File: src/rtl/game_pkg.sv
// Shared game-state types and default constants for the enemy status controller.
package game_pkg;

  typedef enum logic [2:0] {
    StIdle,
    StL1Init,
    StL1Play,
    StL2Init,
    StL2Play,
    StL3Init,
    StL3Play,
    StWon
  } game_state_t;

  localparam logic [7:0] DEF_START_KEY = 8'h28;

  // Off-screen position Monster uses for dead or undrawn enemies.
  localparam logic [9:0] PARK_X = 10'd700;
  localparam logic [9:0] PARK_Y = 10'd520;

  localparam logic [9:0]  DEF_MON_R   = 10'd25;
  localparam logic [9:0]  DEF_MON3_R  = 10'd15;
  localparam logic [9:0]  DEF_BOSS_R  = 10'd30;
  localparam int unsigned DEF_BOSS_HP = 5;

  function automatic logic is_init(game_state_t s);
    return (s == StL1Init) || (s == StL2Init) || (s == StL3Init);
  endfunction

endpackage

File: src/rtl/enemy_status_ctrl_if.sv
// Frame-rate bus between keyboard/missile/Monster blocks and the enemy status controller.
interface enemy_status_if;
  import game_pkg::*;

  logic [7:0] keycode;
  logic       missile_active;
  logic [9:0] MissileX;
  logic [9:0] MissileY;
  logic [9:0] MonsterX;
  logic [9:0] MonsterY;
  logic [9:0] MonsterX2;
  logic [9:0] MonsterY2;
  logic [9:0] MonsterX3;
  logic [9:0] MonsterY3;
  logic [9:0] BossX;
  logic [9:0] BossY;

  logic is_dead;
  logic is_dead2;
  logic is_dead3;
  logic boss_dead;
  logic draw_level1;
  logic draw_level2;
  logic draw_level3;
  logic set_motion_1;
  logic set_motion_2;
  logic set_motion_3;
  logic missile_hit;
  logic game_won;

  // Game/position side: drives positions and keys, consumes status.
  modport master (
    output keycode, missile_active, MissileX, MissileY,
    output MonsterX, MonsterY, MonsterX2, MonsterY2, MonsterX3, MonsterY3, BossX, BossY,
    input  is_dead, is_dead2, is_dead3, boss_dead,
    input  draw_level1, draw_level2, draw_level3,
    input  set_motion_1, set_motion_2, set_motion_3,
    input  missile_hit, game_won
  );

  // Controller side.
  modport slave (
    input  keycode, missile_active, MissileX, MissileY,
    input  MonsterX, MonsterY, MonsterX2, MonsterY2, MonsterX3, MonsterY3, BossX, BossY,
    output is_dead, is_dead2, is_dead3, boss_dead,
    output draw_level1, draw_level2, draw_level3,
    output set_motion_1, set_motion_2, set_motion_3,
    output missile_hit, game_won
  );

endinterface

File: src/rtl/hit_box.sv
// Square overlap test: both axis distances within radius (inclusive).
module hit_box (
  input  logic [9:0] ax,
  input  logic [9:0] ay,
  input  logic [9:0] bx,
  input  logic [9:0] by,
  input  logic [9:0] radius,
  output logic       overlap
);

  logic [9:0] dx;
  logic [9:0] dy;

  // Larger minus smaller keeps the magnitude in 10 bits without a sign bit.
  always_comb begin
    dx      = (ax >= bx) ? (ax - bx) : (bx - ax);
    dy      = (ay >= by) ? (ay - by) : (by - ay);
    overlap = (dx <= radius) && (dy <= radius);
  end

endmodule

File: src/rtl/enemy_status_ctrl.sv
// Level sequencer and missile hit resolver feeding the Monster motion block.
module enemy_status_ctrl import game_pkg::*; #(
  parameter logic [7:0]  START_KEY = DEF_START_KEY,
  parameter logic [9:0]  MON_R     = DEF_MON_R,
  parameter logic [9:0]  MON3_R    = DEF_MON3_R,
  parameter logic [9:0]  BOSS_R    = DEF_BOSS_R,
  parameter int unsigned BOSS_HP   = DEF_BOSS_HP
) (
  input  logic           frame_clk,
  input  logic           Reset,
  enemy_status_if.slave  bus
);

  localparam logic [2:0] BossHpInit = 3'(BOSS_HP);

  game_state_t state_q, state_d;
  logic [3:0]  dead_q, dead_d;      // {boss, monster3, monster2, monster1}
  logic [2:0]  boss_hp_q, boss_hp_d;
  logic        hit_q, hit_d;
  logic [2:0]  draw_q, draw_d;
  logic [2:0]  motion_q, motion_d;
  logic        won_q, won_d;

  logic [3:0]  overlap;
  logic [3:0]  cand;
  logic [3:0]  sel;

  hit_box u_hit_m1 (
    .ax      (bus.MissileX),
    .ay      (bus.MissileY),
    .bx      (bus.MonsterX),
    .by      (bus.MonsterY),
    .radius  (MON_R),
    .overlap (overlap[0])
  );

  hit_box u_hit_m2 (
    .ax      (bus.MissileX),
    .ay      (bus.MissileY),
    .bx      (bus.MonsterX2),
    .by      (bus.MonsterY2),
    .radius  (MON_R),
    .overlap (overlap[1])
  );

  hit_box u_hit_m3 (
    .ax      (bus.MissileX),
    .ay      (bus.MissileY),
    .bx      (bus.MonsterX3),
    .by      (bus.MonsterY3),
    .radius  (MON3_R),
    .overlap (overlap[2])
  );

  hit_box u_hit_boss (
    .ax      (bus.MissileX),
    .ay      (bus.MissileY),
    .bx      (bus.BossX),
    .by      (bus.BossY),
    .radius  (BOSS_R),
    .overlap (overlap[3])
  );

  // Level sequencing.
  always_comb begin
    state_d = state_q;
    unique case (state_q)
      StIdle:   if (bus.keycode == START_KEY) state_d = StL1Init;
      StL1Init: state_d = StL1Play;
      StL1Play: if (dead_q[0] && dead_q[1]) state_d = StL2Init;
      StL2Init: state_d = StL2Play;
      StL2Play: if (dead_q[2]) state_d = StL3Init;
      StL3Init: state_d = StL3Play;
      StL3Play: if (dead_q[3]) state_d = StWon;
      StWon:    if (bus.keycode == START_KEY) state_d = StL1Init;
      default:  state_d = StIdle;
    endcase
  end

  // Only live enemies of the level being played can be hit, one per frame.
  always_comb begin
    cand[0] = (state_q == StL1Play) && !dead_q[0] && overlap[0];
    cand[1] = (state_q == StL1Play) && !dead_q[1] && overlap[1];
    cand[2] = (state_q == StL2Play) && !dead_q[2] && overlap[2];
    cand[3] = (state_q == StL3Play) && !dead_q[3] && overlap[3];
    if (!bus.missile_active) cand = '0;

    sel = '0;
    if (cand[0])      sel = 4'b0001;
    else if (cand[1]) sel = 4'b0010;
    else if (cand[2]) sel = 4'b0100;
    else if (cand[3]) sel = 4'b1000;
  end

  always_comb begin
    dead_d    = dead_q | {1'b0, sel[2:0]};
    boss_hp_d = boss_hp_q;
    hit_d     = |sel;

    if (sel[3]) begin
      boss_hp_d = boss_hp_q - 3'd1;
      if (boss_hp_q == 3'd1) dead_d[3] = 1'b1;
    end

    if (is_init(state_d)) begin
      dead_d    = '0;
      boss_hp_d = BossHpInit;
    end
  end

  // Outputs are decoded from the next state so they register with it.
  always_comb begin
    draw_d   = '0;
    motion_d = '0;
    won_d    = 1'b0;
    unique case (state_d)
      StL1Init: begin draw_d = 3'b001; motion_d = 3'b001; end
      StL1Play: draw_d = 3'b001;
      StL2Init: begin draw_d = 3'b010; motion_d = 3'b010; end
      StL2Play: draw_d = 3'b010;
      StL3Init: begin draw_d = 3'b100; motion_d = 3'b100; end
      StL3Play: draw_d = 3'b100;
      StWon:    won_d = 1'b1;
      default:  ;
    endcase
  end

  always_ff @(posedge frame_clk) begin
    if (Reset) begin
      state_q   <= StIdle;
      dead_q    <= '0;
      boss_hp_q <= BossHpInit;
      hit_q     <= 1'b0;
      draw_q    <= '0;
      motion_q  <= '0;
      won_q     <= 1'b0;
    end else begin
      state_q   <= state_d;
      dead_q    <= dead_d;
      boss_hp_q <= boss_hp_d;
      hit_q     <= hit_d;
      draw_q    <= draw_d;
      motion_q  <= motion_d;
      won_q     <= won_d;
    end
  end

  assign bus.is_dead      = dead_q[0];
  assign bus.is_dead2     = dead_q[1];
  assign bus.is_dead3     = dead_q[2];
  assign bus.boss_dead    = dead_q[3];
  assign bus.draw_level1  = draw_q[0];
  assign bus.draw_level2  = draw_q[1];
  assign bus.draw_level3  = draw_q[2];
  assign bus.set_motion_1 = motion_q[0];
  assign bus.set_motion_2 = motion_q[1];
  assign bus.set_motion_3 = motion_q[2];
  assign bus.missile_hit  = hit_q;
  assign bus.game_won     = won_q;

endmodule

File: src/flat_wrapper.sv
// flat-port wrapper written by rule: the top's interface ports become plain ports
module enemy_status_ctrl_flat import game_pkg::*;
#(
  parameter logic [7:0]  START_KEY = DEF_START_KEY,
  parameter logic [9:0]  MON_R     = DEF_MON_R,
  parameter logic [9:0]  MON3_R    = DEF_MON3_R,
  parameter logic [9:0]  BOSS_R    = DEF_BOSS_R,
  parameter int unsigned BOSS_HP   = DEF_BOSS_HP
)
  (frame_clk, Reset, bus_keycode, bus_missile_active, bus_MissileX, bus_MissileY, bus_MonsterX, bus_MonsterY, bus_MonsterX2, bus_MonsterY2, bus_MonsterX3, bus_MonsterY3, bus_BossX, bus_BossY, bus_is_dead, bus_is_dead2, bus_is_dead3, bus_boss_dead, bus_draw_level1, bus_draw_level2, bus_draw_level3, bus_set_motion_1, bus_set_motion_2, bus_set_motion_3, bus_missile_hit, bus_game_won);
  enemy_status_if bus_i ();
  input  logic frame_clk;
  input  logic Reset;
  input wire logic [$bits(bus_i.keycode)-1:0] bus_keycode;
  input wire logic [$bits(bus_i.missile_active)-1:0] bus_missile_active;
  input wire logic [$bits(bus_i.MissileX)-1:0] bus_MissileX;
  input wire logic [$bits(bus_i.MissileY)-1:0] bus_MissileY;
  input wire logic [$bits(bus_i.MonsterX)-1:0] bus_MonsterX;
  input wire logic [$bits(bus_i.MonsterY)-1:0] bus_MonsterY;
  input wire logic [$bits(bus_i.MonsterX2)-1:0] bus_MonsterX2;
  input wire logic [$bits(bus_i.MonsterY2)-1:0] bus_MonsterY2;
  input wire logic [$bits(bus_i.MonsterX3)-1:0] bus_MonsterX3;
  input wire logic [$bits(bus_i.MonsterY3)-1:0] bus_MonsterY3;
  input wire logic [$bits(bus_i.BossX)-1:0] bus_BossX;
  input wire logic [$bits(bus_i.BossY)-1:0] bus_BossY;
  output wire logic [$bits(bus_i.is_dead)-1:0] bus_is_dead;
  output wire logic [$bits(bus_i.is_dead2)-1:0] bus_is_dead2;
  output wire logic [$bits(bus_i.is_dead3)-1:0] bus_is_dead3;
  output wire logic [$bits(bus_i.boss_dead)-1:0] bus_boss_dead;
  output wire logic [$bits(bus_i.draw_level1)-1:0] bus_draw_level1;
  output wire logic [$bits(bus_i.draw_level2)-1:0] bus_draw_level2;
  output wire logic [$bits(bus_i.draw_level3)-1:0] bus_draw_level3;
  output wire logic [$bits(bus_i.set_motion_1)-1:0] bus_set_motion_1;
  output wire logic [$bits(bus_i.set_motion_2)-1:0] bus_set_motion_2;
  output wire logic [$bits(bus_i.set_motion_3)-1:0] bus_set_motion_3;
  output wire logic [$bits(bus_i.missile_hit)-1:0] bus_missile_hit;
  output wire logic [$bits(bus_i.game_won)-1:0] bus_game_won;
  assign bus_i.keycode = bus_keycode;
  assign bus_i.missile_active = bus_missile_active;
  assign bus_i.MissileX = bus_MissileX;
  assign bus_i.MissileY = bus_MissileY;
  assign bus_i.MonsterX = bus_MonsterX;
  assign bus_i.MonsterY = bus_MonsterY;
  assign bus_i.MonsterX2 = bus_MonsterX2;
  assign bus_i.MonsterY2 = bus_MonsterY2;
  assign bus_i.MonsterX3 = bus_MonsterX3;
  assign bus_i.MonsterY3 = bus_MonsterY3;
  assign bus_i.BossX = bus_BossX;
  assign bus_i.BossY = bus_BossY;
  assign bus_is_dead = bus_i.is_dead;
  assign bus_is_dead2 = bus_i.is_dead2;
  assign bus_is_dead3 = bus_i.is_dead3;
  assign bus_boss_dead = bus_i.boss_dead;
  assign bus_draw_level1 = bus_i.draw_level1;
  assign bus_draw_level2 = bus_i.draw_level2;
  assign bus_draw_level3 = bus_i.draw_level3;
  assign bus_set_motion_1 = bus_i.set_motion_1;
  assign bus_set_motion_2 = bus_i.set_motion_2;
  assign bus_set_motion_3 = bus_i.set_motion_3;
  assign bus_missile_hit = bus_i.missile_hit;
  assign bus_game_won = bus_i.game_won;
  enemy_status_ctrl #(.START_KEY(START_KEY), .MON_R(MON_R), .MON3_R(MON3_R), .BOSS_R(BOSS_R), .BOSS_HP(BOSS_HP)) u_core (.frame_clk(frame_clk), .Reset(Reset), .bus(bus_i));
endmodule
File: config.mk
export PLATFORM = sky130hd
export DESIGN_NAME = enemy_status_ctrl_flat
export DESIGN_NICKNAME = d
export VERILOG_FILES = /design/src/rtl/game_pkg.sv /design/src/rtl/enemy_status_ctrl_if.sv /design/src/rtl/hit_box.sv /design/src/rtl/enemy_status_ctrl.sv /design/src/flat_wrapper.sv
export SDC_FILE = /design/constraint.sdc
export NUM_CORES = 1
export LEC_CHECK = 0
export CAP_MARGIN = 20
export CORE_MARGIN = 4
export CORE_UTILIZATION = 30
export DETAILED_ROUTE_END_ITERATION = 10
export GPL_TIMING_DRIVEN = 0
export HOLD_SLACK_MARGIN = 0.08
export PLACE_DENSITY = 0.6
export SYNTH_ARGS = -nofsm -noshare
export SYNTH_HDL_FRONTEND = slang
export SYNTH_HIERARCHICAL = 1
export SYNTH_SLANG_ARGS = --single-unit
File: constraint.sdc
create_clock -name frame_clk -period 5 [get_ports frame_clk]
set_clock_uncertainty 0.2 [all_clocks]
set_input_delay 1 -clock frame_clk [delete_from_list [all_inputs] [get_ports frame_clk]]
set_output_delay 1 -clock frame_clk [all_outputs]
set_load 0.1 [all_outputs]
==> results of run 1 <==
through the flow:
stage	setup slack, ns	area [um^2]	utilization	setup TNS (ns)
6_report	-0.0223	12400	0.400	-0.0223
5_1_grt	-0.127	12400	0.400	-0.347
4_1_cts	0.00290	11800	0.383	0
3_5_place_dp	-1.56	11400	0.368	-9.48
3_3_place_gp	-1.47	11400	0.368	-8.83
2_1_floorplan	0.307	9670	-	0
synth_stat cells, types with 9 or more instances:
| master | number | share of area |
|---|---|---|
| a211oi_1 | 15 | 0.012 |
| a21o_1 | 72 | 0.057 |
| a21oi_1 | 110 | 0.058 |
| a31oi_1 | 9 | 0.0059 |
| buf_2 | 11 | 0.0058 |
| clkbuf_1 | 11 | 0.0043 |
| dfxtp_1 | 18 | 0.038 |
| fa_1 | 16 | 0.034 |
| ha_1 | 234 | 0.31 |
| inv_1 | 230 | 0.091 |
| mux2_2 | 9 | 0.011 |
| mux2i_1 | 55 | 0.058 |
| nand2_1 | 38 | 0.015 |
| nand3_1 | 18 | 0.0095 |
| nand4_1 | 23 | 0.015 |
| nor2_1 | 47 | 0.019 |
| nor2b_1 | 24 | 0.016 |
| nor3_1 | 12 | 0.0063 |
| o211ai_1 | 15 | 0.012 |
| o21ai_0 | 52 | 0.027 |
| o21bai_1 | 15 | 0.012 |
| xnor2_1 | 36 | 0.033 |
| xor2_1 | 31 | 0.029 |
state kept, by name, indices dropped and copies added, names as in the netlist:
register                count
u_core/state_q              3
u_core/draw_q               3
u_core/motion_q             3
u_core/bus.missile_hit      1
u_core/bus.game_won         1
u_core/dead_q               4
u_core/boss_hp_q            3
power breakdown:
part	leakage [uW]	internal (uW)	switching [uW]	total, uW
Sequential	0.000145	144	0.0658	144
Clock	0.0000442	122	51.5	173
Combinational	0.00622	768	815	1580
Total	0.00641	1030	867	1900
layer usage:
layer | up-vias | wire length (um) | track usage
met5 | - | 13 | 0
met4 | 2 | 259 | 0.0149
met3 | 20 | 882 | 0.00919
met2 | 144 | 13800 | 0.279
met1 | 4204 | 12000 | 0.189
li1 | 4731 | - | -
worst reg2reg max path: stages (launching register included):
cell and delay (ns):
dfxtp_1 0.29, buf_4 0.16, or3_1 0.39, o31a_1 0.29, and3b_1 0.22, o22a_1 0.21
repair_timing:
item / in CTS / in global routing
buffers inserted: 28 / 17
pin swaps: 31 / 56
endpoints found under the setup margin: 8 / 8
gates resized for setup: 127 / 127
cloned: 2 / 3
worst max path at each step:
stage,from,to,slack [ns],depth (start not counted)
final,bus_MissileX[0],u_core/boss_hp_q[1]$_SDFFE_PP0P_,-0.02,23
after global routing,bus_MissileX[1],u_core/boss_hp_q[1]$_SDFFE_PP0P_,-0.13,20
after CTS,bus_BossY[0],u_core/boss_hp_q[1]$_SDFFE_PP0P_,0.003,21
after detailed placement,bus_MissileX[0],u_core/boss_hp_q[1]$_SDFFE_PP0P_,-1.56,22
after global placement,bus_MissileX[0],u_core/boss_hp_q[1]$_SDFFE_PP0P_,-1.47,22
after floorplan,bus_MissileX[0],u_core/boss_hp_q[1]$_SDFFE_PP0P_,0.31,21
final cells by class:
cell class	count	area (um^2)	share of cell area
buffer	31	221	0.0179
multi-input combinational	998	8780	0.709
timing repair buffer	171	1560	0.126
inverter	230	871	0.0704
antenna	1	2.50	0.000202
tap	396	495	0.0400
clock buffer	4	88.8	0.00718
sequential	18	360	0.0291
cell families (layout without fill, tap and decap cells):
kind of cell	after synthesis	after routing
and+or+nand+nor	210	211
xor gates and xnor gates	67	67
AOI/OAI and AO/OA	360	360
muxes	66	66
buffers and inverters	268	436
DFF	18	18
other	2	45
adders and majority gates	250	250
==> reports/qor.yml, run 1 <==
final_number_of_max_transition_violations: 0
violations: "setup timing"
min_period_ns: 5.02
drt_first_iter_violations: 297
count_of_synthesis_stage_warnings_from_yosys: 6
num-fill-cells: 3241
layout.cells.most_common_list: "228 x inv_1, 206 x ha_1, 101 x a21oi_1"
clock_sinks: 18
crit-reg2reg-launch: "u_core/state_q[2]$_SDFF_PP0_"
final_min_period_over_clock_period: 1.00
finished_layout_cells: 1849
start_kind: "input pin"
synth_compound_gate_area_share: 0.251
synth_simple_gate_area_share: 0.120
std_cell_rows: 64
final_common_cell: "inv_1"
critical_path.top_delay_family: "compound AO/OA/AOI/OAI gates"
worstPathMaxFanout: 6
y_dimension_of_the_die_um: 186
number_of_cells_produced_by_synthesis: 1241
rr_worst_depth: 5
level_count_of_the_clock_h_tree: 1
path_class: "input pin to flop"
synth.yosys.seq_area_share: 0.0379
setup.reg_to_reg.worst_slack_ns: 3.13
max_stage_delay_ns: 0.39
die_width_um: 186
design.die.area_um2: 34600
critPathBufInv: 5
netlist-cell-type-count: 77
critical_path.slowest_cell: "a22oi_2"
syn-mean-instance-area_um2: 7.66
clock_tree.root_cell: "clkbuf_16"
hp_class: "flop to flop"
area_growth_pct: 30.2
via_per_inst: 4.92
timing.final.hold_violations: 0
synthAdderAreaFrac: 0.342
critical-path-top-cell-by-count: "a21oi_1"
tritoncts: "built"
placed_cells: 1801
max_slew.worst_pin.slew_ns: 0.985
worst_ep_required_time_ns: 4.98
cts_hold_repair.buffers: 0
synth-xor-area-share: 0.0617
ys_ff_latch: 18
fmax_ghz: 0.199
totalPowerFinal_uw: 1900
maxSlewHeadroom: 0.341
setup_viol_count_final: 1
antenna_left: 0
worst_hold_depth: 2
globalplace.congestion: 0.873
antenna_found_initial: 2
drc_markers: 0
synthArstFlopShare: 0
yosys-mux-area-fraction: 0.0717
whs_endpoint: "u_core/boss_hp_q[2]$_SDFFE_PP1P_"
synth_ff_type: "dfxtp_1"
synth_enable_flop_cells: 0
cts_buffer_count: 3
min_from: "u_core/boss_hp_q[2]$_SDFFE_PP1P_"
synthesis.area_um2: 9510
grt_first_pass_wirelength_mm: 42.5
pwr_density_cell_nw_per_um2: 153
start_util: 0.308
clock_path_buffers: 2
hpwlAfterDp_mm: 22.0
fp.coreArea_um2: 30900
synth_top_family_by_area: "adder cells"
reg_to_reg_end: "u_core/dead_q[3]$_SDFFE_PP0P_"
vias: 9101
maximum_number_of_pins_on_one_net_before_global_route_repair: 13
wire_per_inst_um: 14.6
num-nets-final: 1814
timing.final.ws_setup_ns: -0.0223
max-cap-violations: 0
gr-usage-all-layers: 0.147
drive_gt1_frac: 0.148
detailed_router_iteration_count_before_antenna_repair: 5
grt_setup_unrepaired: "yes"
fin_worst_hold_slack_ns: 0.335
static-leakage-power_uw: 0.00641
run_status: "complete, but fails checks"
placement.io_buffers: 122
grt_pass1_vias: 8842
design.portCount: 123
endpoint_kind: "flop"
globalRoute.totalOverflow: 0
vdd_ir_drop_max_uv: 94.3
finalWirelength_mm: 26.9
crit_chain: "buf_12 > clkinv_4 > ha_4 > inv_4 > fa_2 > a21o_1 > a221oi_4 > nor4b_2 > a211oi_1 > buf_4 > buf_6 > mux2i_1 > xnor2_1 > ha_1 > nand4_1 > nor2_1 > a21oi_1 > o211ai_1 > a22oi_2 > and2_4 > nand3_4 > mux2_2 > a21oi_1"
worst-endpoint-arrival_ns: 5.00
clock_latency_ns: 0.25
clk_pin_slew_worst_paths_ns: 0.05
Note: power is estimated with default switching activity, not from simulation.
==> run 2: changes to the inputs <==
--- a/config.mk
+++ b/config.mk
@@ -6,12 +6,15 @@
 export NUM_CORES = 1
 export LEC_CHECK = 0
 export CAP_MARGIN = 20
+export CELL_PAD_IN_SITES_DETAIL_PLACEMENT = 0
+export CELL_PAD_IN_SITES_GLOBAL_PLACEMENT = 2
+export CORE_ASPECT_RATIO = 1.2
 export CORE_MARGIN = 4
-export CORE_UTILIZATION = 30
+export CORE_UTILIZATION = 34
 export DETAILED_ROUTE_END_ITERATION = 10
 export GPL_TIMING_DRIVEN = 0
 export HOLD_SLACK_MARGIN = 0.08
-export PLACE_DENSITY = 0.6
+export PLACE_DENSITY = 0.95
 export SYNTH_ARGS = -nofsm -noshare
 export SYNTH_HDL_FRONTEND = slang
 export SYNTH_HIERARCHICAL = 1
==> run 2 against run 1 <==
Net effect:
- the flow still finishes with violations (setup timing)
- critical path depth unchanged
- critical endpoint unchanged
- largest cell class unchanged
- sequential cell count unchanged
- die area decreased by 11%
- non-clock buffer count decreased by 15
- combinational power is essentially flat
- total power shrank 1.9%
==> reports/qor.yml, run 2 (synthesis results as in run 1) <==
antenna_found_initial: 3  # +1
antenna_left: 0  # unchanged
fp.coreArea_um2: 27300  # -12%
via_per_inst: 4.94  # +0.33%
placed_cells: 1779  # -1.2%
wire_per_inst_um: 14.5  # -0.71%
vdd_ir_drop_max_uv: 112  # +18%
num-fill-cells: 2807  # -13%
finished_layout_cells: 1811  # -2.1%
design.portCount: 123  # unchanged
globalRoute.totalOverflow: 0  # unchanged
grt_first_pass_wirelength_mm: 42.0  # -1.1%
gr-usage-all-layers: 0.163  # +0.0157
grt_pass1_vias: 8860  # +0.20%
final_common_cell: "inv_1"
level_count_of_the_clock_h_tree: 1  # unchanged
globalplace.congestion: 0.884  # +1.3%
largest_register_ffs: 4  # unchanged
netSwitchingFraction: 0.460  # +0.00362
violations: "setup timing"
maximum_number_of_pins_on_one_net_before_global_route_repair: 13  # unchanged
tns_ns: -0.0869  # -0.0645 ns
clk_pin_slew_worst_paths_ns: 0.05  # about the same
fmax_ghz: 0.197  # -1.3%
timing.final.ws_setup_ns: -0.0869  # -0.0645 ns
final_min_period_over_clock_period: 1.02  # +0.0129
final_number_of_max_transition_violations: 0  # unchanged
worst_ep_required_time_ns: 4.98  # about the same
hp_class: "flop to flop"
timing.final.hold_violations: 0  # unchanged
cell_internal_pwr_uw: 1010  # -2.5%
worstPathMaxFanout: 5  # -1
y_dimension_of_the_die_um: 191  # +2.8%
run_status: "complete, but fails checks"
start_util: 0.348  # +0.0402
area_growth_pct: 27.1
detailed_router_iteration_count_before_antenna_repair: 5  # unchanged
clock_tree.root_cell: "clkbuf_16"
static-leakage-power_uw: 0.00629  # -1.9%
setup_viol_count_final: 1  # unchanged
std_cell_rows: 66  # +3.1%
pwr-share-clk: 0.093  # +0.002
worst-endpoint-arrival_ns: 5.07  # +0.07 ns
maxSlewHeadroom: 0.349  # +0.00771
design.die.area_um2: 30700  # -11%
cts_buffer_count: 3  # unchanged
clock_latency_ns: 0.25  # about the same
max-cap-violations: 0  # unchanged
seq_power_share: 0.077  # about the same
largest_register: "u_core/dead_q"
placement.io_buffers: 122  # unchanged
comb_power_share: 0.830  # -0.003
path_class: "input pin to flop"
min_period_ns: 5.09  # +0.0645 ns
grt_setup_unrepaired: "yes"
clock_path_buffers: 2  # unchanged
endpoint_kind: "flop"
finalWirelength_mm: 26.2  # -2.8%
hpwlAfterDp_mm: 21.9  # -0.67%
power.switching_uw: 857  # -1.1%
drc_markers: 0  # unchanged
die_width_um: 161  # -14%
max_slew.worst_pin.slew_ns: 0.973  # -0.0115 ns
start_kind: "input pin"
tritoncts: "built"
drive_gt1_frac: 0.125  # -0.0234
vias: 8943  # -1.7%
clock_sinks: 18  # unchanged
layout.cells.most_common_list: "228 x inv_1, 225 x ha_1, 100 x a21oi_1"
pwr_density_cell_nw_per_um2: 154  # +0.52%
drt_first_iter_violations: 364  # +23%
num-nets-final: 1798  # -0.88%
-- run 2: cell type report --
| type | count | area (um^2) | share of cell area |
|---|---|---|---|
| plain buffers | 35 | 235 | 0.0195 |
| flip-flops and latches | 18 | 360 | 0.0298 |
| multi-input cells | 997 | 8600 | 0.712 |
| diodes | 1 | 2.50 | 0.000207 |
| clock buffers | 4 | 88.8 | 0.00735 |
| inverters | 230 | 871 | 0.0721 |
| repair buffers | 152 | 1450 | 0.120 |
| well taps | 374 | 468 | 0.0387 |
-- run 2: critical path: stages --
cell      delay [ns]
buf_12          0.11
clkinv_4        0.04
ha_4            0.14
inv_4           0.04
fa_2            0.35
a21o_1          0.22
a221oi_4        0.31
nor4b_2         0.09
a211oi_1        0.21
buf_4           0.20
buf_12          0.14
mux2i_4         0.24
xor2_2          0.12
ha_1            0.33
nand4_1         0.09
nor2_2          0.05
a21oi_1         0.13
o211ai_1        0.12
a22oi_2         0.36
and2_4          0.23
nand3_4         0.11
mux2_4          0.32
a21oi_2         0.09
-- run 2: metrics by stage --
stage | hold slack (ns) | power, uW | cell area, um^2 | setup slack, ns | utilization
2_1_floorplan | 0.262 | 1160 | 9670 | 0.307 | -
3_3_place_gp | 0.281 | 1520 | 11400 | -1.39 | 0.415
3_5_place_dp | 0.292 | 1540 | 11400 | -1.44 | 0.415
4_1_cts | 0.305 | 1790 | 11700 | -0.0371 | 0.429
5_1_grt | 0.372 | 2080 | 12100 | -0.243 | 0.442
6_report | 0.321 | 1860 | 12100 | -0.0869 | 0.442
-- run 2: worst paths after layout --
path / from / end / slack, ns / cells past startpoint
setup reg to reg: u_core/state_q[2]$_SDFF_PP0_ / u_core/draw_q[2]$_SDFF_PP0_ / 3.09 / 5
setup / recovery: bus_MissileX[0] / u_core/boss_hp_q[1]$_SDFFE_PP0P_ / -0.09 / 23
hold / removal: u_core/dead_q[2]$_SDFF_PP0_ / u_core/dead_q[2]$_SDFF_PP0_ / 0.32 / 2
hold reg to reg: u_core/dead_q[2]$_SDFF_PP0_ / u_core/dead_q[2]$_SDFF_PP0_ / 0.32 / 2
-- run 2: repair_timing --
| item | CTS | global route |
|---|---|---|
| hold endpoints to repair | 0 | 0 |
| setup buffers | 16 | 13 |
| setup endpoints to repair | 8 | 8 |
| hold buffers | 0 | 0 |
| resized for setup | 96 | 101 |
| pin swaps | 25 | 43 |
| gates cloned | 1 | 0 |
-- run 2: per-layer routing --
layer / routed length (um) / global-route usage / part of all wire
met5: 42 / 0 / 0.0016
met4: 283 / 0.0189 / 0.011
met3: 884 / 0.0157 / 0.034
met2: 13700 / 0.327 / 0.52
met1: 11300 / 0.190 / 0.43
-- run 2: power by group through the flow --
| stage | Clock (uW) | Combinational [uW] | Sequential [uW] |
|---|---|---|---|
| after floorplan | 0 | 1010 | 147 |
| after global placement | 0 | 1370 | 147 |
| after detailed placement | 0 | 1400 | 147 |
| after CTS | 179 | 1470 | 144 |
| after global routing | 186 | 1750 | 144 |
| final | 173 | 1550 | 144 |
